<file path="src/rtl/ps2_host_transmitter.sv">
// PS/2 host-to-device command sender: clock inhibit, request-to-send, bit shifting on
// device clock falls, ACK check and inter-edge timeout. Drives the pads through open-drain enables.
module ps2_host_transmitter #(
  parameter int unsigned INHIBIT_CYCLES = 12000,
  parameter int unsigned TIMEOUT_CYCLES = 2000000
) (
  input  logic       clk_i,
  input  logic       rst_ni,
  input  logic [7:0] tx_data_i,
  input  logic       tx_start_i,
  output logic       tx_busy_o,
  output logic       tx_done_o,
  output logic       tx_error_o,
  output logic       rx_block_o,
  input  logic       ps2_clk_i,
  input  logic       ps2_data_i,
  output logic       ps2_clk_drive_low_o,
  output logic       ps2_data_drive_low_o
);

  localparam int unsigned MAX_CYC = (INHIBIT_CYCLES > TIMEOUT_CYCLES) ? INHIBIT_CYCLES
                                                                       : TIMEOUT_CYCLES;
  localparam int unsigned CW = $clog2(MAX_CYC + 1);
  localparam logic [CW-1:0] INH_LAST = CW'(INHIBIT_CYCLES - 1);
  localparam logic [CW-1:0] TO_LAST  = CW'(TIMEOUT_CYCLES - 1);

  typedef enum logic [2:0] {
    S_IDLE, S_INHIBIT, S_REQ, S_SHIFT, S_ACK_WAIT, S_WAIT_IDLE, S_DONE, S_ERROR
  } state_e;

  state_e        state_q, state_d;
  logic [CW-1:0] cnt_q, cnt_d;
  logic [3:0]    bit_idx_q, bit_idx_d;
  logic [7:0]    data_q, data_d;
  logic [1:0]    clk_s_q, data_s_q;
  logic          clk_prev_q;
  logic          clk_drv_q, clk_drv_d;
  logic          data_drv_q, data_drv_d;
  logic          busy_q, busy_d;
  logic          done_q, done_d;
  logic          error_q, error_d;

  logic clk_sync, data_sync, fall, bit_val;

  assign clk_sync  = clk_s_q[1];
  assign data_sync = data_s_q[1];
  assign fall      = clk_prev_q & ~clk_sync;

  // Value to drive for the current bit index: data LSB first, then ~parity (odd), then released stop.
  always_comb begin
    bit_val = 1'b0;
    if (bit_idx_q < 4'd8) begin
      bit_val = ~data_q[bit_idx_q[2:0]];
    end else if (bit_idx_q == 4'd8) begin
      bit_val = ^data_q;
    end
  end

  always_comb begin
    state_d    = state_q;
    cnt_d      = cnt_q;
    bit_idx_d  = bit_idx_q;
    data_d     = data_q;
    data_drv_d = data_drv_q;

    unique case (state_q)
      S_IDLE: begin
        cnt_d      = '0;
        data_drv_d = 1'b0;
        if (tx_start_i) begin
          data_d  = tx_data_i;
          state_d = S_INHIBIT;
        end
      end
      S_INHIBIT: begin
        data_drv_d = 1'b0;
        if (cnt_q == INH_LAST) begin
          cnt_d      = '0;
          data_drv_d = 1'b1;
          state_d    = S_REQ;
        end else begin
          cnt_d = cnt_q + CW'(1);
        end
      end
      S_REQ: begin
        bit_idx_d = '0;
        state_d   = S_SHIFT;
      end
      S_SHIFT: begin
        if (fall) begin
          data_drv_d = bit_val;
          bit_idx_d  = bit_idx_q + 4'd1;
          if (bit_idx_q == 4'd9) begin
            state_d = S_ACK_WAIT;
          end
        end
      end
      S_ACK_WAIT: begin
        if (fall) begin
          state_d = data_sync ? S_ERROR : S_WAIT_IDLE;
        end
      end
      S_WAIT_IDLE: begin
        if (clk_sync && data_sync) begin
          state_d = S_DONE;
        end
      end
      S_DONE, S_ERROR: begin
        cnt_d      = '0;
        data_drv_d = 1'b0;
        state_d    = S_IDLE;
      end
      default: state_d = S_IDLE;
    endcase

    // Inter-edge watchdog: any device clock fall restarts it; expiry overrides the normal transition.
    if (state_q inside {S_REQ, S_SHIFT, S_ACK_WAIT, S_WAIT_IDLE}) begin
      if (fall) begin
        cnt_d = '0;
      end else if (cnt_q == TO_LAST) begin
        state_d = S_ERROR;
      end else begin
        cnt_d = cnt_q + CW'(1);
      end
    end

    if (state_d inside {S_IDLE, S_DONE, S_ERROR}) begin
      data_drv_d = 1'b0;
    end
    clk_drv_d = (state_d == S_INHIBIT);
    busy_d    = state_d inside {S_INHIBIT, S_REQ, S_SHIFT, S_ACK_WAIT, S_WAIT_IDLE};
    done_d    = (state_d == S_DONE);
    error_d   = (state_d == S_ERROR);
  end

  always_ff @(posedge clk_i or negedge rst_ni) begin
    if (!rst_ni) begin
      state_q    <= S_IDLE;
      cnt_q      <= '0;
      bit_idx_q  <= '0;
      data_q     <= '0;
      clk_s_q    <= 2'b11;
      data_s_q   <= 2'b11;
      clk_prev_q <= 1'b1;
      clk_drv_q  <= 1'b0;
      data_drv_q <= 1'b0;
      busy_q     <= 1'b0;
      done_q     <= 1'b0;
      error_q    <= 1'b0;
    end else begin
      state_q    <= state_d;
      cnt_q      <= cnt_d;
      bit_idx_q  <= bit_idx_d;
      data_q     <= data_d;
      clk_s_q    <= {clk_s_q[0], ps2_clk_i};
      data_s_q   <= {data_s_q[0], ps2_data_i};
      clk_prev_q <= clk_sync;
      clk_drv_q  <= clk_drv_d;
      data_drv_q <= data_drv_d;
      busy_q     <= busy_d;
      done_q     <= done_d;
      error_q    <= error_d;
    end
  end

  assign tx_busy_o            = busy_q;
  assign rx_block_o           = busy_q;
  assign tx_done_o            = done_q;
  assign tx_error_o           = error_q;
  assign ps2_clk_drive_low_o  = clk_drv_q;
  assign ps2_data_drive_low_o = data_drv_q;

endmodule

</file>
<file path="config.mk">
export PLATFORM = sky130hd
export DESIGN_NAME = ps2_host_transmitter
export DESIGN_NICKNAME = d
export VERILOG_FILES = /design/src/rtl/ps2_host_transmitter.sv
export SDC_FILE = /design/constraint.sdc
export NUM_CORES = 1
export LEC_CHECK = 0
export ABC_AREA = 1
export BUFFER_PORTS_ARGS = -buffer_cell sky130_fd_sc_hd__buf_2
export CAP_MARGIN = 20
export CORE_MARGIN = 2
export CORE_UTILIZATION = 40
export CTS_BUF_LIST = sky130_fd_sc_hd__clkbuf_4
export DETAILED_ROUTE_END_ITERATION = 12
export GPL_TIMING_DRIVEN = 1
export PLACE_DENSITY_LB_ADDON = 0.25
export SETUP_SLACK_MARGIN = 0.2
export SLEW_MARGIN = 10
export SYNTH_ARGS = -nofsm -noshare
export SYNTH_HDL_FRONTEND = slang
export SYNTH_SLANG_ARGS = --single-unit
</file>
<file path="constraint.sdc">
create_clock -name clk_i -period 2.3 [get_ports clk_i]
set_clock_uncertainty 0.1 [all_clocks]
set_input_delay 0.23 -clock clk_i [delete_from_list [all_inputs] [get_ports clk_i]]
set_output_delay 0.23 -clock clk_i [all_outputs]
set_load 0.01 [all_outputs]
</file>
==> results of run 1 <==
## synth_stat cells
cell,instances,area share
nor4_1,5,0.011
buf_2,3,0.0051
nand3_2,4,0.014
a22oi_1,2,0.0051
nor2_1,53,0.068
dfstp_2,5,0.045
dfrtp_1,41,0.35
nor3_1,7,0.012
a21oi_1,19,0.032
ha_1,4,0.017
o211ai_1,1,0.0026
xnor2_1,3,0.0090
xor2_1,10,0.030
o21ai_1,3,0.0051
nand3_1,37,0.063
o31ai_1,2,0.0051
inv_1,55,0.070
nand4_1,20,0.043
inv_2,5,0.0064
buf_4,1,0.0026
clkbuf_1,1,0.0013
o21ai_0,9,0.015
nor2_2,6,0.013
nand2_1,104,0.13
clkinv_2,1,0.0017
nor2_4,5,0.019
nand2_2,8,0.017
a21oi_2,1,0.0030
## power groups by stage
stage          Clock (uW)  Combinational (uW)  Sequential (uW)
3_5_place_dp            0                37.2              834
3_3_place_gp            0                36.7              834
4_1_cts               425                43.7              819
6_report              408                43.4              819
2_1_floorplan           0                6.52              834
5_1_grt               462                50.5              820
## final timing paths
path	to	slack [ns]	cells after the start
worst min-delay path	data_q[5]	0.004	3
min in group asynchronous	cnt_q[18]	0.36	3
worst min register to register	data_s_q[1]	0.27	0
max in group asynchronous	state_q[1]	1.34	3
worst max register to register	cnt_q[2]	0.30	10
worst max-delay path	cnt_q[2]	0.30	10
## cells by family after synthesis
family / after synthesis / synth area share
and+or+nand+nor: 249 / 0.393
adders and majority gates: 4 / 0.0171
xor gates and xnor gates: 13 / 0.0389
AOI/OAI and AO/OA: 37 / 0.0688
buffers and inverters: 66 / 0.0876
DFF: 46 / 0.395
## per-layer routing
layer / part of all wire / routed length, microns / vias up / GRT usage
met4: 0.020 / 148 / 0 / 0.0488
met1: 0.45 / 3410 / 1302 / 0.275
met3: 0.060 / 453 / 16 / 0.0329
met2: 0.47 / 3500 / 104 / 0.328
li1: - / - / 1398 / -
met5: 0 / 0 / - / 0
## repair_timing
| action | 4_1_cts | 5_1_grt |
|---|---|---|
| gates resized for setup | 0 | 5 |
| endpoints found under the hold margin | 45 | 1 |
| setup endpoints to repair | 0 | 4 |
| setup buffers | 0 | 2 |
| hold buffers | 5 | 1 |
## sequential cells by signal (all words and copies together) (netlist names)
name                  cells
clk_s_q                   2
tx_error_o                1
cnt_q                    21
tx_done_o                 1
clk_prev_q                1
data_s_q                  2
bit_idx_q                 4
ps2_clk_drive_low_o       1
rx_block_o                1
state_q                   3
data_q                    8
ps2_data_drive_low_o      1
## worst min-delay path, stage by stage
cell and delay (ns):
buf_2 0.08, nor2_1 0.03, a21oi_1 0.10
## stage by stage
step | util | total power, uW | instance area (sq um)
6_report | 0.457 | 1270 | 3280
5_1_grt | 0.457 | 1330 | 3280
4_1_cts | 0.452 | 1290 | 3240
3_5_place_dp | 0.436 | 871 | 3130
3_3_place_gp | 0.436 | 871 | 3130
2_1_floorplan | - | 840 | 2930
## area by class of cell
| type | instances | area (sq um) |
|---|---|---|
| timing repair buffer | 28 | 180 |
| sequential | 46 | 1160 |
| tap | 99 | 124 |
| inverter | 61 | 230 |
| fill | 741 | 3900 |
| clock inverter | 2 | 13.8 |
| clock buffer | 6 | 45.0 |
| multi-input combinational | 303 | 1530 |
==> out/qor.yml, run 1 <==
min_path:
  min-delay-start: "tx_data_i[5]"
  hp-class: "input pin to flop"
setup_path:
  critPathSlowestCell: "dfrtp_1"
  arrival_ns: 2.15
  rr_startpoint: "cnt_q[0]"
  critical_path_class: "flop to flop"
  cp-start-kind: "flop"
  worstPathCellList: "ha_2, nand3_2, nor2_4, inv_2, nor2_4, nand2_2, nand2_1, nand2_1, o21ai_2, a21oi_1"
  crit_family: "simple AND/OR/NAND/NOR gates"
  cp-end-kind: "flop"
  cpPeakStageDelay_ns: 0.44
  critPathMaxFanout: 5
  crit_start: "cnt_q[0]"
  required_ns: 2.46
  cp_num_buf_inv: 1
route:
  drc: 0
  antenna_left: 0
  via_per_inst: 5.17
  first_pass_iters: 5
  vias: 2820
  wl_microns: 7510
  routedWlPerCell_microns: 13.8
  drtIter0Drc: 222
sta:
  hold_viol: 0
  fin_tns_setup_ns: 0
  setup_slack_ns: 0.302
  fin_crit_ns: 2.00
  worst_pin_slew_ns: 0.583
  relSlewSlack: 0.611
  maxSlewViolCount: 0
  whs_ns: 0.00439
  max_freq_mhz: 501
  fin_crit_sh: 0.869
  rsz0062_at_grt: "false"
  finalSetupViolations: 0
synthesis:
  synthCells: 415
  ys_seq_area_frac: 0.395
  synth_nets: 432
  syn_avg_cell_area_sq_um: 7.06
  synthesis.area_sq_mm: 0.00293
  yosysWarnings: 0
  synth-seq-cells: 46
  synth_cell_type_count: 28
pwr:
  p_sw_uw: 305
  cellLeakagePower_uw: 0.00163
  p_sw_frac: 0.240
  p_int_uw: 966
  p_seq_frac: 0.645
  pwr-share-clk: 0.321
  p_comb_frac: 0.034
  p_per_area_mw_per_mm2: 388
  ir_worst_vdd_mv: 0.263
final_layout:
  antenna_cells: 0
  final_common_cell: "nand2_1"
  nets: 462
  drive_above_1_share: 0.157
  finalNonFillerCells: 545
  area.growth.synth_to_final_pct: 12.0
  mostFrequentLayoutCells: "nand2_1 (104), inv_1 (55), nor2_1 (50)"
global_route:
  grt_pass1_vias: 2573
  grt_pass1_wl_microns: 12300
  track_usage: 0.200
  antenna_found_initial: 0
  overflow: 0
  grt_max_degree: 47
placement:
  io_buffer_count: 18
  dp.final_hpwl_microns: 5670
  preCtsSetupSlack_ns: 0.353
  dp_cells: 529
  finalWeightedCongestion: 1.07
floorplanning:
  core_sq_mm: 0.00718
  die_x_microns: 89.6
  ioPinCount: 19
  die_h_microns: 89.6
  fp-row-count: 31
  start_util: 0.408
  die_area_sq_mm: 0.00802
clock_tree:
  cts_tree: "built"
  cts-root-buf: "clkbuf_4"
  clk_pin_slew_ns: 0.15
  ctsHtreeMaxLevel: 2
  cts.sinks: 46
  cts_buffers: 5
  clockBufferDepth: 2
  clkLatencyLatePin_ns: 0.37
flow_run:
  drv_cap: 0
outcome:
  status: "completed"
No activity file was read; power rests on OpenSTA's default activity.
==> run 2: changes to the inputs <==
--- a/config.mk
+++ b/config.mk
@@ -14,5 +14,5 @@
 export DETAILED_ROUTE_END_ITERATION = 12
 export GPL_TIMING_DRIVEN = 1
-export PLACE_DENSITY_LB_ADDON = 0.25
+export PLACE_DENSITY = 0.67
 export SETUP_SLACK_MARGIN = 0.2
 export SLEW_MARGIN = 10
--- a/constraint.sdc
+++ b/constraint.sdc
@@ -3,3 +3,3 @@
 set_input_delay 0.23 -clock clk_i [delete_from_list [all_inputs] [get_ports clk_i]]
 set_output_delay 0.23 -clock clk_i [all_outputs]
-set_load 0.01 [all_outputs]
+set_load 0.02 [all_outputs]
==> run 2 against run 1 <==
Effect of this change: the run now ends with negative hold slack left; clock-buffer cell count decreased by 1; utilization rose by 0.61 points; routed wire length fell by 0.52%; hold slack lost 0.0056 ns; die area unchanged; critical path type unchanged; critical endpoint is now cnt_q[4]; largest power group unchanged.
==> out/qor.yml, run 2 (same netlist as run 1, synthesis figures left out) <==
floorplanning:
  die_area_sq_mm: 0.00802  # unchanged
  die_h_microns: 89.6  # unchanged
  core_sq_mm: 0.00718  # unchanged
  start_util: 0.408  # unchanged
  die_x_microns: 89.6  # unchanged
  fp-row-count: 31  # unchanged
  ioPinCount: 19  # unchanged
sta:
  finalSetupViolations: 0  # unchanged
  fin_tns_setup_ns: 0  # unchanged
  whs_ns: -0.00116  # -0.00556 ns
  fin_crit_ns: 1.92  # -0.0777 ns
  maxSlewViolCount: 0  # unchanged
  relSlewSlack: 0.689  # +0.0782
  max_freq_mhz: 521  # +4.0%
  worst_pin_slew_ns: 0.462  # -0.122 ns
  hold_viol: 1  # +1
  fin_crit_sh: 0.835  # -0.0338
  rsz0062_at_grt: "false"
final_layout:
  final_core_util: 0.463  # +0.00610
  nets: 466  # +0.87%
  mostFrequentLayoutCells: "nand2_1 (104), inv_1 (55), nor2_1 (53)"
  drive_above_1_share: 0.153  # -0.00362
  final_common_cell: "nand2_1"
  reg_top3: "cnt_q: 21 flops, data_q: 8 flops, bit_idx_q: 4 flops"
  area.growth.synth_to_final_pct: 13.5
  largest_reg_flops: 21  # unchanged
  largest_register: "cnt_q"
  antenna_cells: 0  # unchanged
clock_tree:
  clockBufferDepth: 2  # unchanged
  clk_pin_slew_ns: 0.15  # about the same
  cts-root-buf: "clkbuf_4"
  cts.sinks: 46  # unchanged
  clkLatencyLatePin_ns: 0.40  # +0.03 ns
  cts_tree: "built"
  ctsHtreeMaxLevel: 2  # unchanged
  cts_buffers: 5  # unchanged
setup_path:
  rr_startpoint: "state_q[2]"
  critical_path_class: "flop to flop"
  arrival_ns: 2.11  # -0.04 ns
  critPathMaxFanout: 13  # +8
  cp-end-kind: "flop"
  ff2ff_setup_slack_ns: 0.38  # +0.08 ns
  worst-r2r-cell-count: 9  # -1
  required_ns: 2.49  # +0.03 ns
  cp-start-kind: "flop"
  rr_endpoint: "cnt_q[4]"
route:
  first_pass_iters: 6  # +1
  drtIter0Drc: 228  # +2.7%
  via_per_inst: 5.17  # -0.13%
  routedWlPerCell_microns: 13.6  # -1.2%
  drc: 0  # unchanged
  antenna_left: 0  # unchanged
  vias: 2837  # +0.60%
  wl_microns: 7470  # -0.52%
pwr:
  cellLeakagePower_uw: 0.00164  # +0.59%
  p_per_area_mw_per_mm2: 393  # +1.5%
  ir_worst_vdd_mv: 0.273  # +3.6%
global_route:
  grt_pass1_vias: 2688  # +4.5%
  grt_pass1_wl_microns: 12300  # unchanged
  overflow: 0  # unchanged
  antenna_found_initial: 0  # unchanged
  grt_max_degree: 35  # -26%
  track_usage: 0.199  # about the same
min_path:
  holdPathStages: 3  # unchanged
  min-delay-start: "tx_data_i[4]"
  hp-class: "input pin to flop"
  min_to: "data_q[4]"
flow_run:
  drv_cap: 0  # unchanged
outcome:
  status: "complete, but fails checks"
  violations: "negative hold slack"
placement:
  finalWeightedCongestion: 1.05  # -2.0%
  io_buffer_count: 18  # unchanged
  dp.final_hpwl_microns: 5550  # -2.2%
## run 2: routing by layer
layer	routed length, microns	GRT usage	vias to the layer above
li1	-	-	1403
met5	0	0	-
met1	3330	0.259	1298
met3	469	0.0420	24
met4	226	0.0746	0
met2	3450	0.327	112
## run 2: worst max-delay path, stage by stage (launching register included)
cell and delay (ns):
dfrtp_1 0.49, inv_2 0.10, nor2_4 0.12, nor2_4 0.08, inv_1 0.36, nand2_1 0.20
nand2_2 0.15, o21ai_0 0.09, o21ai_1 0.08, nor2_1 0.05
## run 2: what timing repair did
item                                   in CTS  in global routing
endpoints found under the hold margin      19                  1
resized for setup                           0                  4
setup buffers                               0                  2
setup endpoints to repair                   0                  7
hold buffers                                8                  1
## run 2: stage by stage
stage / instances / hold slack (ns) / total power [uW] / instance area [sq um] / worst slack (ns)
6_report: 549 / -0.00116 / 1310 / 3320 / 0.380
3_3_place_gp: 530 / 0.0386 / 872 / 3140 / 0.373
5_1_grt: 549 / 0.0187 / 1340 / 3320 / 0.194
4_1_cts: 546 / 0.00433 / 1310 / 3280 / 0.341
2_1_floorplan: 415 / -0.166 / 840 / 2930 / 0.641
3_5_place_dp: 530 / 0.0418 / 872 / 3140 / 0.370
## run 2: worst max path at each step
| stage | end | slack (ns) | from | depth (start not counted) |
|---|---|---|---|---|
| detailed placement | ps2_data_drive_low_o | 0.37 | clk_prev_q | 11 |
| finish | cnt_q[4] | 0.38 | state_q[2] | 9 |
| floorplan | cnt_q[4] | 0.64 | cnt_q[0] | 10 |
| CTS | ps2_data_drive_low_o | 0.34 | clk_prev_q | 11 |
| global route | cnt_q[0] | 0.19 | state_q[2] | 9 |
| global placement | ps2_data_drive_low_o | 0.37 | clk_prev_q | 11 |
## run 2: final cells by class
class,instances,area [sq um]
multi-input combinational,303,1530
fill,722,3850
tap,99,124
clock buffer,5,37.5
timing repair buffer,32,218
inverter,61,230
clock inverter,3,23.8
sequential,46,1160
## run 2: power by group
part / switching [uW] / internal [uW] / total [uW]
clock: 314 / 123 / 437
combinational: 29.2 / 20.9 / 50.1
sequential: 2.42 / 817 / 820
==> run 3: changes to the inputs <==
- ABC_AREA: 1 -> 0
- PLACE_DENSITY: 0.67 -> 0.69
- clock period: 2.3 -> 1.6 ns (I/O delays scaled with it)
==> run 3 against run 2 <==
Effect of this change: the flow finishes with violations (negative setup slack); global-route usage grew 1.2 points; synthesized cell count shrank 42%; sequential power grew 74%; largest power group unchanged; utilization grew 16 points; routed wire length shrank 10%; hold slack gained 0.063 ns; total power grew 140%.
==> out/qor.yml, run 3 <==
final_layout:
  largest_register: "cnt_q"
  num-fill-cells: 439  # -39%
  reg_top3: "cnt_q: 21 flops, data_q: 8 flops, bit_idx_q: 4 flops"
  nets: 371  # -20%
  drive_above_1_share: 0.479  # +0.326
  area.growth.synth_to_final_pct: 52.9
  largest_reg_flops: 21  # unchanged
  final_common_cell: "buf_4"
  mostFrequentLayoutCells: "buf_4 (70), dfrtp_1 (41), nand2_1 (21), nor2_1 (21), buf_2 (18)"
  final_core_util: 0.623  # +0.160
  antenna_cells: 0  # unchanged
  multi_input_area_sq_mm: 0.00141  # -7.7%
  seq_area_sq_mm: 0.00116  # -0.11%
sta:
  fin_crit_ns: 2.21  # +0.288 ns
  hold_viol: 0  # -1
  fin_tns_setup_ns: -14.80  # -14.80 ns
  whs_ns: 0.0620  # +0.0632 ns
  max_freq_mhz: 453  # -13%
  maxSlewViolCount: 0  # unchanged
  finalSetupViolations: 29  # +29
  rsz0062_at_grt: "true"
  fin_crit_sh: 1.38  # +0.545
  relSlewSlack: 0.658  # -0.0309
  worst_pin_slew_ns: 0.509  # +0.0471 ns
  setup_slack_ns: -0.608  # -0.988 ns
setup_path:
  required_ns: 1.80  # -0.69 ns
  ff2ff_setup_slack_ns: -0.61  # -0.99 ns
  crit_start: "cnt_q[12]"
  crit_family: "simple AND/OR/NAND/NOR gates"
  cp_num_buf_inv: 0  # -2
  crit_cells: 5  # -4
  crit_top_cell: "or4_4"
  crit_end: "tx_done_o"
  arrival_ns: 2.41  # +0.30 ns
  critPathSlowestCell: "or4_4"
  worst-r2r-cell-count: 5  # -4
  cpPeakStageDelay_ns: 0.54  # +0.05 ns
  critical_path_class: "flop to flop"
  rr_startpoint: "cnt_q[12]"
  cp-start-kind: "flop"
  cp-end-kind: "flop"
  worstPathCellList: "or4_4, or2_1, o21a_1, or4_4, nor2_2"
  rr_endpoint: "tx_done_o"
  critPathMaxFanout: 4  # -9
route:
  via_per_inst: 5.23  # +1.3%
  antenna_left: 0  # unchanged
  drc: 0  # unchanged
  drtIter0Drc: 191  # -16%
  vias: 2251  # -21%
  first_pass_iters: 4  # -2
  wl_microns: 6700  # -10%
  routedWlPerCell_microns: 15.6  # +14%
synthesis:
  synth_nets: 258  # -40%
  ys_async_sr_fraction: 1.00  # unchanged
  synthTopCellsByCount: "dfrtp_1 (41), nand2_1 (26), nor2_1 (26)"
  synth.most_common_cell: "dfrtp_1"
  yosysWarnings: 0  # unchanged
  yosysTopAreaCell: "dfrtp_1"
  synthesis.area_sq_mm: 0.00238  # -19%
  synth-seq-cells: 46  # unchanged
  synth_cell_type_count: 53  # +89%
  synthCells: 241  # -42%
  synth.area.top_cells: "dfrtp_1 (43%), dfstp_2 (5.5%), xnor2_1 (4.4%)"
  ys_seq_area_frac: 0.486  # +0.0904
  syn_avg_cell_area_sq_um: 9.89  # +40%
  synthFlopType: "dfrtp_1"
  synth-edff-count: 0  # unchanged
  synthDominantCellAreaShare: 0.430  # +0.0802
floorplanning:
  ioPinCount: 19  # unchanged
  core_sq_mm: 0.00585  # -18%
  die_area_sq_mm: 0.00659  # -18%
  fp-row-count: 28  # -9.7%
  die_h_microns: 81.2  # -9.4%
  die_x_microns: 81.2  # -9.4%
  start_util: 0.407  # -0.000796
global_route:
  grt_max_degree: 23  # -34%
  grt_pass1_vias: 2255  # -16%
  track_usage: 0.211  # +0.0116
  overflow: 0  # unchanged
  antenna_found_initial: 0  # unchanged
  grt_pass1_wl_microns: 10600  # -14%
clock_tree:
  cts-root-buf: "clkbuf_4"
  clockBufferDepth: 2  # unchanged
  cts.sinks: 46  # unchanged
  ctsHtreeMaxLevel: 2  # unchanged
  clkLatencyLatePin_ns: 0.36  # -0.04 ns
  cts_tree: "built"
  clk_pin_slew_ns: 0.15  # about the same
  cts_buffers: 5  # unchanged
pwr:
  p_per_area_mw_per_mm2: 857  # +120%
  cellLeakagePower_uw: 0.00162  # -1.7%
  ir_worst_vdd_mv: 0.566  # +110%
placement:
  io_buffer_count: 18  # unchanged
  dp.final_hpwl_microns: 4330  # -22%
  finalWeightedCongestion: 0.940  # -10%
  preCtsSetupSlack_ns: -0.575  # -0.945 ns
min_path:
  hp-class: "input pin to asynchronous set/reset pin"
outcome:
  violations: "negative setup slack"
  status: "complete, but fails checks"
flow_run:
  drv_cap: 0  # unchanged
[run 3: kinds of logic (layout without fill, tap and decap cells)]
| kind of cell | count (synthesis) | after routing | share of synthesized area |
|---|---|---|---|
| xor+xnor | 17 | 17 | 0.0625 |
| mux | 11 | 11 | 0.0614 |
| compound gates | 48 | 48 | 0.128 |
| simple gates | 100 | 100 | 0.215 |
| buf+inv | 15 | 129 | 0.0273 |
| fa+ha+maj | 4 | 4 | 0.0210 |
| flops | 46 | 46 | 0.486 |
[run 3: layout make-up]
cell class	count	share of cell area
sequential	46	0.318
tap	75	0.0258
clock inverter	3	0.00652
timing repair buffer	112	0.242
multi-input combinational	180	0.388
clock buffer	5	0.0103
inverter	9	0.00996
[run 3: worst min path at each step]
stage / startpoint / end
3_3_place_gp: rst_ni / data_q[5]
2_1_floorplan: rst_ni / bit_idx_q[0]
6_report: rst_ni / data_q[5]
5_1_grt: rst_ni / data_q[5]
4_1_cts: rst_ni / data_q[5]
3_5_place_dp: rst_ni / data_q[5]
[run 3: worst register-to-register path: cells and delay by family, from the launching register on]
kind             cells  cell delay (ns)
AO/OA/AOI/OAI        1             0.23
flip-flops           1             0.42
AND/OR/NAND/NOR      4             1.39
[run 3: power by group]
part	total (uW)	internal [uW]	switching, uW
logic	1110	650	455
registers	1430	1320	110
clock network	582	177	405
[run 3: per-layer routing]
| metal | vias to the layer above | wire, microns | track usage |
|---|---|---|---|
| li1 | 1084 | - | - |
| met1 | 1094 | 2840 | 0.266 |
| met2 | 52 | 3430 | 0.369 |
| met3 | 21 | 228 | 0.0267 |
| met4 | 0 | 204 | 0.0797 |
| met5 | - | 0 | 0 |
[run 3: stage by stage]
step                power, uW  cell area (sq um)  cells
finish                   3120               3640    430
global route             3300               3640    430
CTS                      3090               3500    426
detailed placement       2400               3120    401
global placement         2370               3120    401
floorplan                2010               2430    241
[run 3: repair_timing]
action	4_1_cts	5_1_grt
endpoints found under the setup margin	41	41
hold endpoints to repair	56	0
pin swaps	14	22
cloned	0	0
hold buffers	11	0
buffers inserted	6	4
resized for setup	44	28
